### config.mk
export PLATFORM = sky130hd
export DESIGN_NAME = pulse_id_sequencer
export DESIGN_NICKNAME = d
export VERILOG_FILES = /design/src/rtl/pulse_id_sequencer.sv
export SDC_FILE = /design/constraint.sdc
export NUM_CORES = 1
export LEC_CHECK = 0
export BUFFER_PORTS_ARGS = -buffer_cell sky130_fd_sc_hd__buf_4
export CORE_MARGIN = 4
export CORE_UTILIZATION = 55
export DETAILED_ROUTE_END_ITERATION = 6
export PLACE_DENSITY = 0.81
export SYNTH_ARGS = -nofsm -noshare
export SYNTH_HDL_FRONTEND = slang
export SYNTH_SLANG_ARGS = --single-unit
### constraint.sdc
create_clock -name clk_72MHz -period 14.8 [get_ports clk_72MHz]
set_clock_uncertainty 0.15 [all_clocks]
set_input_delay 0 -clock clk_72MHz [delete_from_list [all_inputs] [get_ports clk_72MHz]]
set_output_delay 0 -clock clk_72MHz [all_outputs]
set_load 0.05 [all_outputs]
### src/rtl/pulse_id_sequencer.sv
// pulse_id_sequencer: captures pulse_identifier results into a show-ahead FIFO
// and runs the identifier's reset handshake with a watchdog on the acknowledge.
// Optional statistics (drop_count, frame_count, wd_error) exist only when the
// PULSE_SEQ_STATS_EN macro is defined; otherwise those outputs are tied to 0.
module pulse_id_sequencer #(
  parameter int FIFO_DEPTH     = 4,
  parameter int WATCHDOG_TICKS = 7200
) (
  input  logic                          clk_72MHz,
  input  logic                          reset,
  input  logic                          enable,
  input  logic                          pid_ready,
  input  logic [16:0]                   pid_pulse_id_0,
  input  logic [16:0]                   pid_pulse_id_1,
  input  logic [16:0]                   pid_pulse_id_2,
  input  logic [16:0]                   pid_polynomial,
  input  logic [23:0]                   sys_ts,
  output logic                          pid_reset,
  output logic                          out_valid,
  input  logic                          out_ready,
  output logic [16:0]                   out_pulse_id_0,
  output logic [16:0]                   out_pulse_id_1,
  output logic [16:0]                   out_pulse_id_2,
  output logic [16:0]                   out_polynomial,
  output logic [23:0]                   out_ts,
  output logic [$clog2(FIFO_DEPTH):0]   fifo_level,
  output logic [7:0]                    drop_count,
  output logic [15:0]                   frame_count,
  output logic                          wd_error
);

  localparam int AW = $clog2(FIFO_DEPTH);
  localparam int EW = 17 * 4 + 24;
  localparam int WW = $clog2(WATCHDOG_TICKS + 1);
  localparam logic [WW-1:0] WD_LAST = WW'(WATCHDOG_TICKS - 1);
  localparam logic [AW:0]   LEVEL_FULL = (AW + 1)'(FIFO_DEPTH);

  typedef enum logic [1:0] {IDLE, CAPTURE, ACK, RELEASE} state_t;

  state_t        state, next_state;
  logic [EW-1:0] snapshot;
  logic [EW-1:0] mem [FIFO_DEPTH];
  logic [AW-1:0] wr_ptr, rd_ptr;
  logic [AW:0]   level;
  logic [WW-1:0] wd_cnt;
  logic          fifo_full, push, pop, ack_timeout;

  assign fifo_full   = (level == LEVEL_FULL);
  assign out_valid   = (level != '0);
  assign pop         = out_valid && out_ready;
  assign push        = (state == CAPTURE);
  assign ack_timeout = (state == ACK) && pid_ready && (wd_cnt == WD_LAST);
  assign fifo_level  = level;
  assign {out_pulse_id_0, out_pulse_id_1, out_pulse_id_2, out_polynomial, out_ts} = mem[rd_ptr];

  // Next-state decision: capture only with room and enable, otherwise go straight to acknowledge
  always_comb begin
    next_state = state;
    case (state)
      IDLE:    if (pid_ready) next_state = (enable && !fifo_full) ? CAPTURE : ACK;
      CAPTURE: next_state = ACK;
      ACK:     if (!pid_ready || ack_timeout) next_state = RELEASE;
      RELEASE: next_state = IDLE;
      default: next_state = IDLE;
    endcase
  end

  // State register; pid_reset is dropped on the edge that leaves ACK so RELEASE is always low
  always_ff @(posedge clk_72MHz or posedge reset) begin
    if (reset) begin
      state     <= IDLE;
      pid_reset <= 1'b0;
    end else begin
      state     <= next_state;
      pid_reset <= (state == ACK) && (next_state == ACK);
    end
  end

  // Watchdog counts ACK cycles from zero on every entry and holds at its last value
  always_ff @(posedge clk_72MHz or posedge reset) begin
    if (reset) begin
      wd_cnt <= '0;
    end else if (state != ACK) begin
      wd_cnt <= '0;
    end else if (wd_cnt != WD_LAST) begin
      wd_cnt <= wd_cnt + 1'b1;
    end
  end

  // Snapshot the identifier result and timestamp on the edge ready is seen in IDLE
  always_ff @(posedge clk_72MHz or posedge reset) begin
    if (reset) begin
      snapshot <= '0;
    end else if (state == IDLE && pid_ready) begin
      snapshot <= {pid_pulse_id_0, pid_pulse_id_1, pid_pulse_id_2, pid_polynomial, sys_ts};
    end
  end

  // Result FIFO storage and pointers; cleared on reset so the head reads as zero
  always_ff @(posedge clk_72MHz or posedge reset) begin
    if (reset) begin
      for (int i = 0; i < FIFO_DEPTH; i++) mem[i] <= '0;
      wr_ptr <= '0;
      rd_ptr <= '0;
    end else begin
      if (push) begin
        mem[wr_ptr] <= snapshot;
        wr_ptr      <= wr_ptr + 1'b1;
      end
      if (pop) rd_ptr <= rd_ptr + 1'b1;
    end
  end

  // Occupancy tracks push/pop; simultaneous push and pop leave it unchanged
  always_ff @(posedge clk_72MHz or posedge reset) begin
    if (reset) begin
      level <= '0;
    end else begin
      case ({push, pop})
        2'b10:   level <= level + 1'b1;
        2'b01:   level <= level - 1'b1;
        default: level <= level;
      endcase
    end
  end

`ifdef PULSE_SEQ_STATS_EN
  // Statistics: saturating drop counter, wrapping frame counter, sticky watchdog flag
  always_ff @(posedge clk_72MHz or posedge reset) begin
    if (reset) begin
      drop_count  <= '0;
      frame_count <= '0;
      wd_error    <= 1'b0;
    end else begin
      if (state == IDLE && pid_ready && enable && fifo_full && drop_count != 8'hFF)
        drop_count <= drop_count + 1'b1;
      if (push) frame_count <= frame_count + 1'b1;
      if (ack_timeout) wd_error <= 1'b1;
    end
  end
`else
  assign drop_count  = '0;
  assign frame_count = '0;
  assign wd_error    = 1'b0;
`endif

endmodule

==> metrics <==
PortBufs=193; multi-input logic area=8010 sq um; Synth warnings=0; CTS max path bufs=3; Layout fillers=2,428; Syn Area/Cell=16.7 sq um; crit end category=primary output; Mapped Area=20,600 sq um; post-synth top area cell=dfrtp_1; maxcap violations=0; final wirelength=42.8 mm; worst skew pair latency=0.58 ns; DR DRC count=0; Final #Nets=1,621; Hold Path Class=in2reg; largest net degree at the start of global routing=197; Fmax=268 MHz; die height=201 um; Period Utilization, post-route=25.2%; Slew Viols, Final=0; antenna viol nets, final=0; IO Pins=219; Seq. cell area=12,100 sq um; ys async rst share=100%; Finished Core Util=68.1%; layout cells sized above 1=54.6%; Seq/Total Area, Yosys=58.8%; DRT Pass-1 Iters=4; commonest cells after routing, fill and taps aside=dfrtp_1 (481), mux2_2 (460), buf_4 (203); RSZ-0062 raised after global routing=no; via count=11,424; die extent in x=201 um; most common cell after layout, fill and taps aside=dfrtp_1; global route total overflow=0; cts repair resizes=0; CP startpoint kind=register; GPL Wtd Cong=0.739; TNS Setup=0 ns; Core ar.=36,700 sq um; Vias per Instance=5.65; Setup-failing EPs final=0; Period minus WS final=3.73 ns; number of global-route vias before repair=12,725; die area=40,500 sq um; CP Max Fanout=39; clock slew at reported path FFs=0.06 ns; EDFF count, synth=0; initial core utilization=56.0%; clock tree from TritonCTS=built; global-route usage over all layers=21.6%; H-tree Lvls=2; DP Wirelength=24.9 mm; Area Growth Syn to Fin=21.5%; top cell type's share of synthesized area=58.8%; TritonCTS Buffers=50; WHS=0.0457 ns; Most used DFF post-synth=dfrtp_1; global-route wire length before repair=70.3 mm; Yosys cell types=40; ranking of synthesized cells by area=dfrtp_1 (59%), mux2_2 (25%), mux4_2 (10%), buf_2 (1.3%), buf_4 (0.91%); Final WS setup=11.07 ns; dpl ws=11.56 ns; Slew headroom=30.2%; DR iter-0 viols=563; Worst EP required=14.65 ns; Seq cells post-synth=483; root buffer cell=clkbuf_16; outcome=completed; WP data arrival=3.58 ns; initial antenna violation count=5; number of clock sinks=483; Final Hold Viols=0; Worst Setup Path Type=reg2out; WL per Instance=21.2 um; Worst-Margin Slew=1.05 ns; Post-Syn Instances=1,234; std cell rows=70
==> flip-flops by register name, indices dropped and copies added (netlist names) <==
name,count
mem,368
snapshot,92
wd_cnt,13
fifo_level,3
rd_ptr,2
state,2
wr_ptr,2
pid_reset,1
==> synth_stat cells (all sizes together) (2+ instances only) <==
cell type,count
mux2i,2
a31oi,2
mux2,460
o31ai,2
o21ai,7
or3,3
xnor2,4
nand3,5
nor3,2
o221ai,2
nor2,4
a21boi,3
dfrtp,483
and3,2
and2,6
mux4,92
ha,10
nand2b,2
nand2,14
inv,12
xor2,7
buf,84
clkbuf,14
==> area by class of cell <==
| type | count | share of cell area [%] |
|---|---|---|
| flip-flops and latches | 483 | 48.4 |
| multi-input cells | 665 | 32.1 |
| repair buffers | 301 | 10.1 |
| clock buffers | 69 | 5.78 |
| well taps | 468 | 2.34 |
| clock inverters | 20 | 1.06 |
| inverters | 12 | 0.210 |
| diodes | 3 | 0.0301 |
==> final timing paths <==
| kind | from | endpoint | slack, ns | cells past startpoint |
|---|---|---|---|---|
| worst max-delay path | rd_ptr[1]$_DFFE_PP0P_ | out_pulse_id_2[6] | 11.07 | 4 |
| worst min-delay path | pid_pulse_id_1[13] | snapshot[71]$_DFFE_PP0P_ | 0.05 | 3 |
| worst max register to register | state[1]$_DFF_PP0_ | mem[131]$_DFFE_PP0P_ | 11.76 | 5 |
| worst min register to register | mem[250]$_DFFE_PP0P_ | mem[250]$_DFFE_PP0P_ | 0.35 | 1 |
| max in group asynchronous | reset | mem[209]$_DFFE_PP0P_ | 12.04 | 5 |
| min in group asynchronous | reset | snapshot[1]$_DFFE_PP0P_ | 0.10 | 3 |
==> per-layer routing <==
layer | track usage (%) | up-vias | share of wire (%)
met5 | 0 | - | 0.047
met4 | 4.83 | 4 | 1.6
met3 | 5.56 | 62 | 5.3
met2 | 35.9 | 203 | 50
met1 | 29.1 | 6111 | 43
li1 | - | 5044 | -
==> per-stage QoR <==
stage	instances	cell area [sq um]
after floorplan	1258	20600
after global placement	1832	22300
after detailed placement	1832	22300
after CTS	2018	25000
after global routing	2021	25000
final	2021	25000
==> worst max-delay path, stage by stage, from the launching register on <==
cell     delay, ns
dfrtp_4       0.72
buf_4         0.61
buf_4         0.77
mux4_2        0.63
buf_4         0.21
==> cells by family (layout without fill, tap and decap cells) <==
logic type                 Yosys count  count (layout)  synth area share [%]
adders and majority gates           11              11                 0.706
xor gates and xnor gates            11              11                 0.469
and+or+nand+nor                     46              46                  1.20
other                                1              28                0.0182
muxes                              554             554                  35.4
DFF                                483             483                  58.8
buffers and inverters              110             402                  2.84
AOI/OAI and AO/OA                   18              18                 0.578
==> timing repair <==
action / in CTS / in global routing
buffers inserted: 0 / 0
hold buffers: 97 / 0
endpoints found under the setup margin: 0 / 0
endpoints found under the hold margin: 244 / 0
Power is left out: the tool's default activity adds up to more than one toggle a clock period on the data nets, which glitch-free logic cannot reach.
